## config.mk

```make
export PLATFORM = sky130hd
export DESIGN_NAME = detector_regioes_pipe
export DESIGN_NICKNAME = d
export VERILOG_FILES = /design/src/rtl/detector_regioes_pkg.sv /design/src/rtl/detector_regioes_pipe_comparador.sv /design/src/rtl/detector_regioes_pipe.sv
export SDC_FILE = /design/constraint.sdc
export NUM_CORES = 1
export LEC_CHECK = 0
export BUFFER_PORTS_ARGS = -buffer_cell sky130_fd_sc_hd__buf_2
export CORE_UTILIZATION = 55
export DETAILED_ROUTE_END_ITERATION = 10
export PLACE_DENSITY = 0.77
export REMOVE_ABC_BUFFERS = 1
export SLEW_MARGIN = 20
export SYNTH_ARGS = -nofsm -noshare
export SYNTH_HDL_FRONTEND = slang
export SYNTH_SLANG_ARGS = --single-unit
export TNS_END_PERCENT = 10
```

## constraint.sdc

```tcl
create_clock -name clock -period 1.8 [get_ports clock]
set_clock_uncertainty 0.1 [all_clocks]
set_input_delay 0 -clock clock [delete_from_list [all_inputs] [get_ports clock]]
set_output_delay 0 -clock clock [all_outputs]
set_load 0.03 [all_outputs]
```

## src/rtl/detector_regioes_pkg.sv

```systemverilog
// Shared types and constants for the multi-region coordinate detector.
package detector_regioes_pkg;

    localparam int LARGURA_PADRAO = 10;
    localparam int N_REG_PADRAO   = 4;
    // Bounds are stored at this width; narrower coordinates are zero-extended.
    localparam int LARGURA_MAX    = 16;
    localparam int CONTAGEM_W     = 16;

    // Region index width: clog2 with a floor of one bit.
    function automatic int idx_w(input int n);
        return (n <= 1) ? 1 : $clog2(n);
    endfunction

    typedef struct packed {
        logic [LARGURA_MAX-1:0] x_ini;
        logic [LARGURA_MAX-1:0] x_fim;
        logic [LARGURA_MAX-1:0] y_ini;
        logic [LARGURA_MAX-1:0] y_fim;
        logic                   hab;
    } regiao_t;

endpackage

```

## src/rtl/detector_regioes_pipe_comparador.sv

```systemverilog
// Half-open interval test on one axis: ini <= v < fim, unsigned.
// An empty interval (fim <= ini) and fim = 0 fall out naturally as never-hit.
module comparador_intervalo #(
    parameter int LARGURA = 10
) (
    input  logic [LARGURA-1:0] v,
    input  logic [LARGURA-1:0] ini,
    input  logic [LARGURA-1:0] fim,
    output logic               dentro
);

    assign dentro = (v >= ini) && (v < fim);

endmodule

```

## src/rtl/detector_regioes_pipe.sv

```systemverilog
// Tests each (x, y) against N_REG programmable rectangles, two-stage pipeline.
// Optional hit counter enabled by defining CONTA_ACERTOS_EN.
module detector_regioes_pipe
    import detector_regioes_pkg::*;
#(
    parameter  int LARGURA = LARGURA_PADRAO,
    parameter  int N_REG   = N_REG_PADRAO,
    localparam int IDX_W   = idx_w(N_REG)
) (
    input  logic               clock,
    input  logic               reset_n,
    input  logic               cfg_we,
    input  logic [IDX_W-1:0]   cfg_idx,
    input  logic [LARGURA-1:0] cfg_x_ini,
    input  logic [LARGURA-1:0] cfg_x_fim,
    input  logic [LARGURA-1:0] cfg_y_ini,
    input  logic [LARGURA-1:0] cfg_y_fim,
    input  logic               cfg_hab,
    input  logic               entrada_valida,
    input  logic [LARGURA-1:0] x,
    input  logic [LARGURA-1:0] y,
`ifdef CONTA_ACERTOS_EN
    input  logic                  zera_contagem,
    output logic [CONTAGEM_W-1:0] contagem,
`endif
    output logic               saida_valida,
    output logic [N_REG-1:0]   dentro,
    output logic               algum,
    output logic [IDX_W-1:0]   indice
);

    localparam int STAGES = 2;

    regiao_t            regs [N_REG];
    logic [N_REG-1:0]   x_ok, y_ok, hab_vec;
    logic [N_REG-1:0]   x_ok_q, y_ok_q, hab_q;
    logic [N_REG-1:0]   dentro_c;
    logic [STAGES:1]    vld_pipe;

    // Lowest set bit wins.
    function automatic logic [IDX_W-1:0] prio(input logic [N_REG-1:0] v);
        prio = '0;
        for (int i = N_REG - 1; i >= 0; i--)
            if (v[i]) prio = IDX_W'(i);
    endfunction

    // Region bound registers; out-of-range indices match no entry and are dropped.
    always_ff @(posedge clock or negedge reset_n) begin
        if (!reset_n) begin
            for (int i = 0; i < N_REG; i++) regs[i] <= '0;
        end else begin
            for (int i = 0; i < N_REG; i++) begin
                if (cfg_we && cfg_idx == IDX_W'(i)) begin
                    regs[i].x_ini <= LARGURA_MAX'(cfg_x_ini);
                    regs[i].x_fim <= LARGURA_MAX'(cfg_x_fim);
                    regs[i].y_ini <= LARGURA_MAX'(cfg_y_ini);
                    regs[i].y_fim <= LARGURA_MAX'(cfg_y_fim);
                    regs[i].hab   <= cfg_hab;
                end
            end
        end
    end

    // One comparator per axis per region, fed from the current (pre-write) bounds.
    for (genvar g = 0; g < N_REG; g++) begin : g_reg
        comparador_intervalo #(.LARGURA(LARGURA)) u_cx (
            .v(x), .ini(regs[g].x_ini[LARGURA-1:0]), .fim(regs[g].x_fim[LARGURA-1:0]),
            .dentro(x_ok[g])
        );
        comparador_intervalo #(.LARGURA(LARGURA)) u_cy (
            .v(y), .ini(regs[g].y_ini[LARGURA-1:0]), .fim(regs[g].y_fim[LARGURA-1:0]),
            .dentro(y_ok[g])
        );
        assign hab_vec[g] = regs[g].hab;
    end

    // Valid shift register; reset drops anything in flight.
    always_ff @(posedge clock or negedge reset_n) begin
        if (!reset_n) vld_pipe <= '0;
        else          vld_pipe <= {vld_pipe[STAGES-1:1], entrada_valida};
    end

    // Stage 1: capture per-axis results and an enable snapshot; hold on bubbles.
    always_ff @(posedge clock or negedge reset_n) begin
        if (!reset_n) begin
            x_ok_q <= '0;
            y_ok_q <= '0;
            hab_q  <= '0;
        end else if (entrada_valida) begin
            x_ok_q <= x_ok;
            y_ok_q <= y_ok;
            hab_q  <= hab_vec;
        end
    end

    assign dentro_c = x_ok_q & y_ok_q & hab_q;

    // Stage 2: combine, reduce and priority-encode; hold on bubbles.
    always_ff @(posedge clock or negedge reset_n) begin
        if (!reset_n) begin
            dentro <= '0;
            algum  <= 1'b0;
            indice <= '0;
        end else if (vld_pipe[1]) begin
            dentro <= dentro_c;
            algum  <= |dentro_c;
            indice <= prio(dentro_c);
        end
    end

    assign saida_valida = vld_pipe[STAGES];

`ifdef CONTA_ACERTOS_EN
    // Saturating count of valid results with any hit; clear wins over increment.
    always_ff @(posedge clock or negedge reset_n) begin
        if (!reset_n)                                   contagem <= '0;
        else if (zera_contagem)                         contagem <= '0;
        else if (vld_pipe[STAGES] && algum && contagem != '1) contagem <= contagem + 1'b1;
    end
`endif

endmodule

```

After elaboration in Yosys (flattened, before gate mapping)
Index checks and enable logic that the tools add are counted.

Output and inout bits: 8. Bits of input ports: 67. Bits in registers: 185. Logic and storage cells: 66.

Reduce and logical (&&, ||, !) cells: 14. Equality and inequality tests: 3. Mux-type cells: 4. Order comparisons: 16. Bitwise logic cells: 2.

Operators by type and width (number): 10-bit greater-or-equal comparator (8); 10-bit < comparator (8); 1-bit logical AND (12); 4-bit bitwise AND (2); 2-bit 2-to-1 mux (4); 2-bit equality test, second input constant (2); 4-bit OR reduction (1); 2-bit by 1-bit equality test with 1-bit output, second input constant (1); 2-bit zero test (1).

Depth between registers and ports, before layout
Gate-level depths: netlist of run 1.

Depth in word-level cells: 6. Gate-level depth with buffers: 7. Mapped depth without buffers: 7.

By module
Synthesis of run 1 repeated with hierarchy kept, for this count alone.

Cells, all modules: 922. Area total of the unflattened synthesis: 10600.2 um^2.

Modules (own cells, without submodules): detector_regioes_pipe (cells an instance 402, seq. area each 4629.4 um^2, times used 1, area each 6867.8 um^2); comparador_intervalo at g_reg[0].u_cx ... (cells an instance 65, seq. area each 0.0 um^2, times used 7, area each 466.7 um^2); comparador_intervalo at g_reg[2].u_cx (cells an instance 65, seq. area each 0.0 um^2, times used 1, area each 465.4 um^2).

Least setup slack after synthesis of run 1
OpenSTA, ideal clock, no wires.

Path type: reg-to-reg. Start point: register regs[106] (netlist name). End point: register x_ok_q[2]. Path buffers: 0. Data required time: 1589 ps. Cell stages (with the launch flop): 6. Period minus slack after synthesis: 1708 ps. Path slack: 92 ps. Setup time: 111 ps. Arrival time: 1497 ps. Cell sequence: dfrtp_1 -> inv_1 -> ha_1 -> and3_1 -> a2111o_1 -> a222oi_1.

Cells in the longest elaborated chain, start to end: 2.

RTL lines: start, declared (line detector_regioes_pipe.sv:34) `regiao_t regs [N_REG];`; 10-bit < comparator (line detector_regioes_pipe_comparador.sv:12) `assign dentro = (v >= ini) && (v < fim);`; 1-bit logical AND (line detector_regioes_pipe_comparador.sv:12); end signal, assigned (line detector_regioes_pipe.sv:90) `x_ok_q <= x_ok;`; end, declared (line detector_regioes_pipe.sv:36) `logic [N_REG-1:0] x_ok_q, y_ok_q, hab_q;`.

Every way passes these cells. A chain may end at the register's enable or synchronous reset.

Worst setup path after layout of run 1
Start point: register regs[73] (netlist name). End point: register y_ok_q[2].

Cells in the longest elaborated chain, start to end: 2.

RTL lines: 10-bit < comparator (line detector_regioes_pipe_comparador.sv:12); 1-bit logical AND (line detector_regioes_pipe_comparador.sv:12); end signal, assigned (line detector_regioes_pipe.sv:91) `y_ok_q <= y_ok;`; end, declared (line detector_regioes_pipe.sv:36).

Every way passes these cells.

==> results by stage, run 1 <==
Floorplanning:
- The effective utilization at floorplan is 56.2%.
- The floorplan has 50 rows.
- The die is 140 um tall.
- The die is 140 um wide.
- During I/O placement, the number of pins put on the boundary was 75.
- The die outline area is 19700 um^2.
- The core region is 18700 um^2.

Power:
- In this run the power density over the cells is 1010 nW/um^2.
- The overall power of the completed layout is 12600 uW.
- VDD sags by at most 0.000768 V.
- Summed over all cells, the static leakage comes to 0.00615 uW.

Detailed routing:
- In this run the remaining antenna-violating nets after routing total 0.
- The post-detailed-route DRC marker count is 0.
- The total routed wirelength is 23.7 mm.
- The iteration count of the initial detailed-routing pass is 5.
- In the routed layout, each cell is associated on average with a via count of 5.54.
- For this block, the via count after detailed routing is 7373.
- Dividing the detail-routed wire length by the instance count gives 17.8 um.
- The detailed router's first-iteration violation count is 345.

GRT:
- The first global-routing pass estimated 38.7 mm of wire.
- The final global-route overflow total is 0.
- The initial antenna violation count is 0.
- The maximum number of pins on one net before global-route repair is 70.
- Global routing used 25.5% of the available tracks across all layers.
- The via count of the first global-routing pass is 7581.

Final layout:
- The synthesis-to-layout area growth is 18.9%.
- The most common library cell in the layout ignoring fill and taps is sky130_fd_sc_hd__dfrtp_1.
- The filler-free cell count of the finished design is 1330.
- The top cell types in the final layout, fill and taps aside, are sky130_fd_sc_hd__dfrtp_1, sky130_fd_sc_hd__inv_1, sky130_fd_sc_hd__ha_1.
- The share of cells above drive strength 1 is 25.7%.
- The antenna diode count is 0.
- At the end of the flow the core is filled with cells to 66.8%.
- The net count reported at finish is 1302.

Synthesis:
- Counting flops with a built-in enable in the synthesized netlist gives 0.
- Synthesis produced a netlist whose cell count is 960.
- After synthesis, the cell types taking the most area are sky130_fd_sc_hd__dfrtp_1, sky130_fd_sc_hd__ha_1, sky130_fd_sc_hd__mux2_2.
- A synthesized cell averages 11.0 um^2.
- The cell area that synthesis handed to floorplanning was 10500 um^2.
- The flip-flop cell with the highest count after synthesis is sky130_fd_sc_hd__dfrtp_1.
- The total number of yosys warnings is 0.
- Yosys mapped the design onto 35 distinct sky130hd cell types.
- The biggest area contributor in the post-synthesis netlist is sky130_fd_sc_hd__dfrtp_1.
- The async set-reset flop share out of synthesis is 100%.
- Sequential cells were found to cover 44.0% of the synthesized design area.
- The share of synthesized area in the top cell type comes to 44.0%.
- The post-synthesis register bit count is 185.

Clocking:
- TritonCTS built the clock tree.
- At the later pin of the worst-skew pair, clock insertion delay measures 430 ps.
- The clock drives 185 sinks.
- The clock tree root buffer cell is sky130_fd_sc_hd__clkbuf_16.
- Counting the buffers created by CTS gives 17.
- The H-tree depth is 4.
- The maximum buffer depth of the clock tree is 2.
- The clock-pin slew on the worst setup and hold paths is 70 ps.

Placement:
- After detailed placement, the design holds a cell count of 1253.
- After legalization and detailed placement, the total HPWL measured 15.7 mm.
- The congestion estimate from routability-driven global placement came to 0.806.
- The number of port buffers is 74.

STA:
- At the pin with the least slew margin, the transition time is 402 ps.
- The final-report max-slew violation count came to 0.
- The maximum operating frequency is 537 MHz.
- After layout, the minimum clock period comes to 1860 ps.
- The number of hold-slack violations in the final timing report is 0.
- The worst slew slack as a fraction of its limit is 72.5%.
- The final cycle utilization of the critical path is 103%.
- Setup repair after global routing could not meet its margin everywhere.
- For the final routed database, the setup TNS stands at -61.5 ps.
- Once routing completed, OpenROAD measured the worst setup slack at -61.5 ps.
- Setup violations remaining at the end of the flow were counted as 1.

Setup path:
- The critical path is of the flip-flop to flip-flop type.
- The kind of end point of the critical path is a flip-flop.
- The peak fanout along the critical path is 2.
- STA puts the critical path data required time at 2000 ps.
- STA classifies the critical path startpoint as a flip-flop.
- STA puts the critical path data arrival time at 2070 ps.

Run:
- The tool flagged a number of max-cap violations equal to 0.

Hold path:
- The class of the tightest hold or removal check is primary input to asynchronous set/reset pin.

Outcome:
- The final reports fail on setup timing.
- The flow ran to the end, but the final reports show violations.
## synthesized netlist by cell type (2+ instances only)
cell type and number:
sky130_fd_sc_hd__nor2b_1 9, sky130_fd_sc_hd__nand2b_1 9, sky130_fd_sc_hd__buf_2 17, sky130_fd_sc_hd__nor3_1 15, sky130_fd_sc_hd__inv_1 163, sky130_fd_sc_hd__dfrtp_1 185
sky130_fd_sc_hd__mux2_2 135, sky130_fd_sc_hd__nand3b_1 2, sky130_fd_sc_hd__a221oi_1 7, sky130_fd_sc_hd__ha_1 152, sky130_fd_sc_hd__a222oi_1 7, sky130_fd_sc_hd__a41oi_1 2
sky130_fd_sc_hd__nor2_1 3, sky130_fd_sc_hd__a21boi_0 7, sky130_fd_sc_hd__nand3_1 11, sky130_fd_sc_hd__a2111o_1 7, sky130_fd_sc_hd__clkbuf_1 4, sky130_fd_sc_hd__o21ai_0 83
sky130_fd_sc_hd__nand2_1 54, sky130_fd_sc_hd__a211oi_1 16, sky130_fd_sc_hd__a21o_1 16, sky130_fd_sc_hd__buf_6 2, sky130_fd_sc_hd__and3_1 10, sky130_fd_sc_hd__nand4_1 9
sky130_fd_sc_hd__a21oi_1 25
## path summary, 6_finish.rpt
kind,to,startpoint,slack (ps),depth (start not counted)
min in group clock,regs[232],cfg_idx[0],50,4
worst max register to register,y_ok_q[2],regs[73],-60,5
worst min register to register,indice[0],indice[0],380,2
worst max-delay path,y_ok_q[2],regs[73],-60,5
max in group asynchronous,regs[183],reset_n,1190,3
worst min-delay path,regs[139],reset_n,30,3
## critical path: stages, from the launching register on
cell                       delay (ps)
sky130_fd_sc_hd__dfrtp_1          370
sky130_fd_sc_hd__inv_1             90
sky130_fd_sc_hd__ha_4             210
sky130_fd_sc_hd__and3_4           180
sky130_fd_sc_hd__a2111o_1         390
sky130_fd_sc_hd__a222oi_1         380
## state kept, by name (all words and copies together), names as in the netlist
signal / flops
y_ok_q: 4
algum: 1
x_ok_q: 4
indice: 2
vld_pipe: 2
hab_q: 4
hab_vec: 4
regs: 160
dentro: 4
## power breakdown
group,total [uW],internal [uW],switching (uW)
sequential,5290,4910,381
combinational,3120,1530,1590
clock,4190,2580,1620
total,12600,9020,3590
## per-stage QoR
step | setup slack (ps) | hold WS, ps | area, um^2
5_1_grt | -137 | 29.2 | 12500
3_3_place_gp | 56.9 | -195 | 11200
6_report | -61.5 | 26.9 | 12500
2_1_floorplan | -867 | -396 | 10400
3_5_place_dp | -15.3 | -193 | 11200
4_1_cts | -25.1 | 27.3 | 12400
## layout make-up
type / count / area, um^2
Clock inverter: 11 / 193
Timing Repair Buffer: 127 / 970
Clock buffer: 21 / 470
Inverter: 164 / 618
Multi-Input combinational cell: 588 / 5330
Sequential cell: 185 / 4630
Fill cell: 1391 / 6200
Tap cell: 234 / 293
## cells by family after synthesis
kind of cell,share of synthesized area [%]
compound gates,10.6
fa+ha+maj,18.1
buf+inv,7.04
flops,44.0
mux,14.5
simple gates,5.81
## metal layers
| layer | wire, um | part of all wire (%) | GRT usage [%] | up-vias |
|---|---|---|---|---|
| met3 | 905 | 3.8 | 4.10 | 36 |
| met1 | 11000 | 47 | 34.2 | 3602 |
| li1 | - | - | - | 3589 |
| met5 | 0 | 0 | 0 | - |
| met4 | 451 | 1.9 | 8.04 | 0 |
| met2 | 11300 | 48 | 42.5 | 146 |
## repair_timing
item | CTS | global route
gates resized for setup | 14 | 20
hold buffers | 44 | 0
hold endpoints to repair | 355 | 0
setup endpoints to repair | 4 | 8
buffers inserted | 1 | 0
pin swaps | 9 | 7
Note: power is estimated with default switching activity, not from simulation.
==> inputs of run 2 (changes only) <==
- GPL_TIMING_DRIVEN: default -> 0
==> run 2 against run 1 <==
  * The run still ends with setup timing left
  * Clock-buffer cell count grew 1
  * First-iteration DRC count grew 29%
  * Sequential cell count is the same
  * Sequential power is essentially flat
  * Total power shrank 4.1%
  * Design area shrank 0.79%
  * Combinational power shrank 4%
  * Global-route usage shrank 1.2 points
  * Worst setup slack gained 22 ps
  * Worst hold slack gained 35 ps
  * Critical path depth grew 1
  * Critical path type is now primary input to flip-flop
  * Highest routed layer unchanged
==> results by stage, run 2 (synthesis results as in run 1) <==
Outcome:
- Violated checks: setup timing (unchanged).
- Run status: complete, but fails checks (unchanged).

Final layout:
- The net count reported at finish is 1314 (was 1302).
- The antenna diode count is 0 (unchanged).
- The flip-flop count of the largest register after layout was 160 (unchanged).
- The post-layout instance area is 12400 um^2 (was 12500 um^2).
- The share of cells above drive strength 1 is 23.1% (was 25.7%).
- The most common library cell in the layout ignoring fill and taps is sky130_fd_sc_hd__dfrtp_1 (unchanged).
- Most frequent cells in the layout: sky130_fd_sc_hd__dfrtp_1, sky130_fd_sc_hd__inv_1, sky130_fd_sc_hd__ha_1 (unchanged).
- The register containing the most flip-flops in the final layout is regs (unchanged).
- The synthesis-to-layout area growth is 17.9% (was 18.9%).

STA:
- The final period demand of the worst path came to 1840 ps (was 1860 ps).
- The final-report max-slew violation count is 0 (unchanged).
- The worst hold margin is 61.4 ps (was 26.9 ps).
- The worst slew slack as a fraction of its limit is 51.1% (was 72.5%).
- The final cycle utilization of the critical path is 102% (was 103%).
- The transition time of the tightest slew-check pin is 734 ps (was 402 ps).
- The final worst-path setup slack is -39.7 ps (was -61.5 ps).
- The setup TNS came to -48.8 ps (was -61.5 ps).
- The maximum operating frequency is 544 MHz (was 537 MHz).
- The number of setup violations in the final report is 2 (was 1).
- Setup repair after global routing missed its margin: true (unchanged).
- The number of hold-slack violations in the final timing report was 0 (unchanged).

Setup path:
- The endpoint arrival time on the critical path is 2120 ps (was 2070 ps).
- The number of cells on the worst reg-to-reg path came to 5 (unchanged).
- The setup slack of the worst register-to-register path is -10 ps (was -60 ps).
- The data required time at the worst endpoint is 2080 ps (was 2000 ps).
- The class of the most critical setup path is primary input to flip-flop (was flip-flop to flip-flop).
- The worst setup path endpoint is regs[217] (was y_ok_q[2]).
- The category of the worst setup path launch point is a primary input (was flip-flop).
- The peak fanout along the critical path was 14 (was 2).
- The kind of end point of the critical path is a flip-flop (unchanged).
- The worst setup path startpoint is cfg_idx[1] (was regs[73]).
- The reg-to-reg critical path endpoint is y_ok_q[1] (was y_ok_q[2]).
- The startpoint of the worst-slack reg-to-reg timing path is regs[139] (was regs[73]).

Detailed routing:
- The total number of vias is 7349 (was 7373).
- The total routed wirelength is 22.2 mm (was 23.7 mm).
- The via count normalized by instance count is 5.48 (was 5.54).
- The iteration count of the initial detailed-routing pass is 5 (unchanged).
- The detailed router's first-iteration violation count is 444 (was 345).
- The antenna violation net count after detailed routing is 0 (unchanged).
- The mean routed wirelength per cell is 16.6 um (was 17.8 um).
- The post-detailed-route DRC marker count came to 0 (unchanged).

GRT:
- The met2 usage in global routing is 39.9% (was 42.5%).
- The maximum number of pins on one net before global-route repair is 96 (was 70).
- The met3 usage in global routing is 3.62% (was 4.10%).
- The wire length of the first global-routing pass is 37.6 mm (was 38.7 mm).
- The final global-route overflow total is 0 (unchanged).
- The total track usage was 24.3% (was 25.5%).
- The global-route met1 utilization is 33.3% (was 34.2%).
- The initial antenna violation count came to 0 (unchanged).
- The via count of the first global-routing pass is 7653 (was 7581).
- The layer with the highest usage after global routing is met2 (unchanged).

Floorplanning:
- The number of core rows is 50 (unchanged).
- The die extent in y is 140 um (unchanged).
- The number of top-level pins came to 75 (unchanged).
- The effective utilization at floorplan came to 56.2% (unchanged).
- The core box area is 18700 um^2 (unchanged).
- The die boundary width is 140 um (unchanged).
- The die outline area is 19700 um^2 (unchanged).

Placement:
- The post-detailed-placement cell area is 11200 um^2 (about the same).
- The pre-CTS setup slack is -59.6 ps (was -15.3 ps).
- The placer congestion estimate is 0.797 (was 0.806).
- The estimated wirelength of the detail-placed design came to 16.0 mm (was 15.7 mm).
- The number of port buffers is 74 (unchanged).

Power:
- The static leakage is 0.00617 uW (was 0.00615 uW).
- The highest ir drop seen on vdd came to 0.000671 V (was 0.000768 V).
- The power per cell area is 975 nW/um^2 (was 1010 nW/um^2).
- The overall power of the completed layout was 12100 uW (was 12600 uW).

Clocking:
- The clock-pin slew on the worst setup and hold paths is 70 ps (about the same).
- The H-tree depth is 4 (unchanged).
- The maximum buffer depth of the clock tree came to 2 (unchanged).
- The clock sink count is 185 (unchanged).
- The CTS buffer count is 17 (unchanged).
- The TritonCTS clock tree is built (unchanged).
- The setup fix buffers added after clock tree synthesis was 0 (was 1).
- The clock tree root buffer cell is sky130_fd_sc_hd__clkbuf_16 (unchanged).
- The insertion delay to the later sink of the worst-skew pair is 430 ps (about the same).

Run:
- The max-capacitance violation count is 0 (unchanged).

Hold path:
- The class of the tightest hold or removal check is primary input to asynchronous set/reset pin (unchanged).
==> run 2: cell count changes in the layout (fill, tap and decap cells not counted), sizes merged <==
cell / change
dlygate4sd3: +10
dlymetal6s4s: +2
clkinv: -1
bufinv: -2
clkbuf: +1
==> run 2: through the flow <==
stage | utilization (%) | instances
6_report | 66.3 | 1340
3_3_place_gp | 59.1 | 1245
2_1_floorplan | - | 937
5_1_grt | 66.3 | 1340
4_1_cts | 66.2 | 1340
3_5_place_dp | 60.0 | 1255
==> run 2: routing by layer <==
metal  vias up  wire length (um)
li1       3614                 -
met1      3572             10700
met2       136             10600
met3        27               606
met4         0               313
met5         -                 0
==> run 2: timing repair <==
item / CTS / global route
pin swaps: 12 / 3
hold buffers: 55 / 0
hold endpoints to repair: 259 / 0
setup endpoints to repair: 7 / 12
resized for setup: 5 / 3
==> run 2: layout make-up <==
| class | instances | area, um^2 |
|---|---|---|
| fillers | 1391 | 6300 |
| multi-input cells | 588 | 5200 |
| flip-flops and latches | 185 | 4630 |
| repair buffers | 139 | 1070 |
| inverters | 164 | 618 |
| clock buffers | 22 | 474 |
| well taps | 234 | 293 |
| clock inverters | 8 | 120 |
==> run 2: where the power goes <==
| group | internal [uW] | switching [uW] |
|---|---|---|
| combinational | 1480 | 1510 |
| sequential | 4910 | 375 |
| clock | 2270 | 1540 |
| total | 8670 | 3420 |
==> run 2: critical path: stages <==
cell	delay [ps]
sky130_fd_sc_hd__buf_2	140
sky130_fd_sc_hd__nor3b_4	570
sky130_fd_sc_hd__nand2_1	160
sky130_fd_sc_hd__dlygate4sd3_1	600
sky130_fd_sc_hd__o21ai_0	80
sky130_fd_sc_hd__dlygate4sd3_1	560
==> run 2: worst min-delay path by stage <==
stage                             from         to  slack [ps]
after floorplan                reset_n      algum        -400
after global placement    cfg_x_fim[1]  regs[229]         150
after detailed placement       reset_n   regs[75]         -40
after CTS                   cfg_idx[1]  regs[233]          60
after global routing        cfg_idx[1]  regs[233]         100
final                          reset_n   regs[10]          60
==> inputs of run 3 (changes only) <==
==> constraint.sdc (replaced) <==
create_clock -name clock -period 1.8 [get_ports clock]
set_clock_uncertainty 0.1 [all_clocks]
set_input_delay 0.09 -clock clock [delete_from_list [all_inputs] [get_ports clock]]
set_output_delay 0.09 -clock clock [all_outputs]
set_load 0.03 [all_outputs]
==> run 3 against run 2 <==
  * The run still ends with setup timing left
  * Total power decreased by 0.43%
  * Die area is the same
  * Combinational power fell by 1%
  * Register-to-register slack about the same
  * Design area is 0.93% lower
  * Sequential cell count stayed put
  * Utilization shrank 0.62 points
  * Global-route usage decreased by 0.29 points
  * Largest cell class unchanged
  * Final cell count shrank 0.82%
  * First-iteration DRC count up 8.1%
==> results by stage, run 3 (synthesis results as in run 1) <==
Outcome:
- Run status: complete, but fails checks (unchanged).
- Violated checks: setup timing (unchanged).

Clocking:
- The clock sink count is 185 (unchanged).
- The TritonCTS clock tree is built (unchanged).
- The setup fix buffers added after clock tree synthesis came to 0 (unchanged).
- The insertion delay to the later sink of the worst-skew pair is 430 ps (about the same).
- The H-tree depth is 4 (unchanged).
- The maximum buffer depth of the clock tree was 2 (unchanged).
- The clock tree root buffer cell was sky130_fd_sc_hd__clkbuf_16 (unchanged).
- The CTS buffer count came to 17 (unchanged).
- The clock-pin slew on the worst setup and hold paths is 70 ps (about the same).

STA:
- The worst slew slack as a fraction of its limit is 50.6% (was 51.1%).
- The transition time of the tightest slew-check pin is 740 ps (was 734 ps).
- The final worst-path setup slack is -22.0 ps (was -39.7 ps).
- The maximum operating frequency is 549 MHz (was 544 MHz).
- The final-report max-slew violation count is 0 (unchanged).
- The worst hold margin is 6.59 ps (was 61.4 ps).
- The final cycle utilization of the critical path is 101% (was 102%).
- The number of hold-slack violations in the final timing report came to 0 (unchanged).
- The number of setup violations in the final report is 1 (was 2).
- The final period demand of the worst path is 1820 ps (was 1840 ps).
- The setup TNS was -22.0 ps (was -48.8 ps).
- Setup repair after global routing missed its margin: true (unchanged).

GRT:
- The initial antenna violation count is 0 (unchanged).
- The global-route met1 utilization is 33.1% (was 33.3%).
- The wire length of the first global-routing pass is 37.2 mm (was 37.6 mm).
- The layer with the highest usage after global routing is met2 (unchanged).
- The final global-route overflow total is 0 (unchanged).
- The met2 usage in global routing is 39.5% (was 39.9%).
- The total track usage is 24.0% (was 24.3%).
- The maximum number of pins on one net before global-route repair was 96 (unchanged).
- The via count of the first global-routing pass is 7560 (was 7653).
- The met3 usage in global routing is 3.66% (was 3.62%).

Detailed routing:
- The iteration count of the initial detailed-routing pass is 5 (unchanged).
- The total number of vias is 7315 (was 7349).
- The antenna violation net count after detailed routing is 0 (unchanged).
- The via count normalized by instance count is 5.50 (was 5.48).
- The detailed router's first-iteration violation count is 480 (was 444).
- The mean routed wirelength per cell was 16.5 um (was 16.6 um).
- The total routed wirelength was 21.9 mm (was 22.2 mm).
- The post-detailed-route DRC marker count is 0 (unchanged).

Floorplanning:
- The number of top-level pins was 75 (unchanged).
- The die extent in y is 140 um (unchanged).
- The effective utilization at floorplan is 56.2% (unchanged).
- The core box area is 18700 um^2 (unchanged).
- The die outline area came to 19700 um^2 (unchanged).
- The die boundary width is 140 um (unchanged).
- The number of core rows is 50 (unchanged).

Hold path:
- The class of the tightest hold or removal check was primary input to flip-flop (was primary input to asynchronous set/reset pin).
- The beginning of the worst hold path is cfg_idx[1].

Run:
- The max-capacitance violation count is 0 (unchanged).

Placement:
- The placer congestion estimate is 0.797 (unchanged).
- The number of port buffers is 74 (unchanged).
- The estimated wirelength of the detail-placed design is 16.0 mm (unchanged).
- The cell count after placement is 1255 (unchanged).

Setup path:
- The worst setup path startpoint is regs[139] (was cfg_idx[1]).
- The setup slack of the worst register-to-register path is -20 ps (was -10 ps).
- The endpoint arrival time on the critical path was 2050 ps (was 2120 ps).
- The data required time at the worst endpoint was 2020 ps (was 2080 ps).
- The class of the most critical setup path is flip-flop to flip-flop (was primary input to flip-flop).
- The peak fanout along the critical path was 2 (was 14).
- The category of the worst setup path launch point is a flip-flop (was primary input).
- The startpoint of the worst-slack reg-to-reg timing path is regs[139] (unchanged).
- The kind of end point of the critical path is a flip-flop (unchanged).

Power:
- The highest ir drop seen on vdd is 0.000670 V (was 0.000671 V).
- The static leakage was 0.00612 uW (was 0.00617 uW).
- The overall power of the completed layout is 12000 uW (was 12100 uW).
- The power per cell area is 979 nW/um^2 (was 975 nW/um^2).

Final layout:
- The synthesis-to-layout area growth is 16.8% (was 17.9%).
- The filler cell count in the final layout is 1413 (was 1391).
- Most frequent cells in the layout: sky130_fd_sc_hd__dfrtp_1, sky130_fd_sc_hd__inv_1, sky130_fd_sc_hd__ha_1 (unchanged).
- The utilization after layout is 65.7% (was 66.3%).
- The share of cells above drive strength 1 is 23.4% (was 23.1%).
- The area occupied by multi-input gates is 5200 um^2 (unchanged).
- The sequential cell area in the final layout is 4630 um^2 (unchanged).
- The register containing the most flip-flops in the final layout is regs (unchanged).
- The antenna diode count was 0 (unchanged).
- The net count reported at finish is 1303 (was 1314).
- The filler-free cell count of the finished design is 1329 (was 1340).
- The flip-flop count of the largest register after layout is 160 (unchanged).
- The most common library cell in the layout ignoring fill and taps is sky130_fd_sc_hd__dfrtp_1 (unchanged).
==> run 3: repair_timing <==
item / in CTS / in global routing
resized for setup: 5 / 1
hold buffers: 44 / 0
hold endpoints to repair: 257 / 0
pin swaps: 12 / 0
endpoints found under the setup margin: 7 / 7
==> run 3: metal layers <==
| metal | part of all wire (%) | routed length [um] |
|---|---|---|
| met1 | 49 | 10600 |
| met2 | 47 | 10400 |
| met3 | 2.8 | 603 |
| met4 | 1.2 | 252 |
| met5 | 0 | 0 |
==> run 3: worst paths after layout <==
| check | cells past startpoint | end |
|---|---|---|
| min in group asynchronous | 2 | regs[10] |
| max in group asynchronous | 3 | regs[163] |
| max reg2reg | 5 | y_ok_q[1] |
| max | 5 | y_ok_q[1] |
| min reg2reg | 2 | dentro[2] |
| min | 3 | regs[217] |
==> run 3: area by class of cell <==
class                           instances  share of cell area (%)
Multi-Input combinational cell        588                    42.3
Sequential cell                       185                    37.7
Timing Repair Buffer                  128                    7.76
Inverter                              164                    5.03
Clock buffer                           22                    3.86
Tap cell                              234                    2.38
Clock inverter                          8                   0.977
==> run 3: stage by stage <==
| stage | setup slack, ps | cell area [um^2] |
|---|---|---|
| final | -22.0 | 12300 |
| after global placement | -2470 | 11100 |
| after detailed placement | -59.6 | 11200 |
| after floorplan | -957 | 10400 |
| after global routing | -125 | 12300 |
| after CTS | -20.1 | 12300 |
==> run 3: power by group <==
group          internal (uW)  switching [uW]  leakage, uW
clock network           2270            1530     0.000288
logic                   1450            1500      0.00360
registers               4910             375      0.00223
total                   8640            3400      0.00612
==> run 3: critical path, stage by stage (launching register included) <==
cell,delay [ps]
sky130_fd_sc_hd__dfrtp_1,350
sky130_fd_sc_hd__inv_1,50
sky130_fd_sc_hd__ha_1,270
sky130_fd_sc_hd__and3_1,200
sky130_fd_sc_hd__a2111o_1,420
sky130_fd_sc_hd__a222oi_1,320
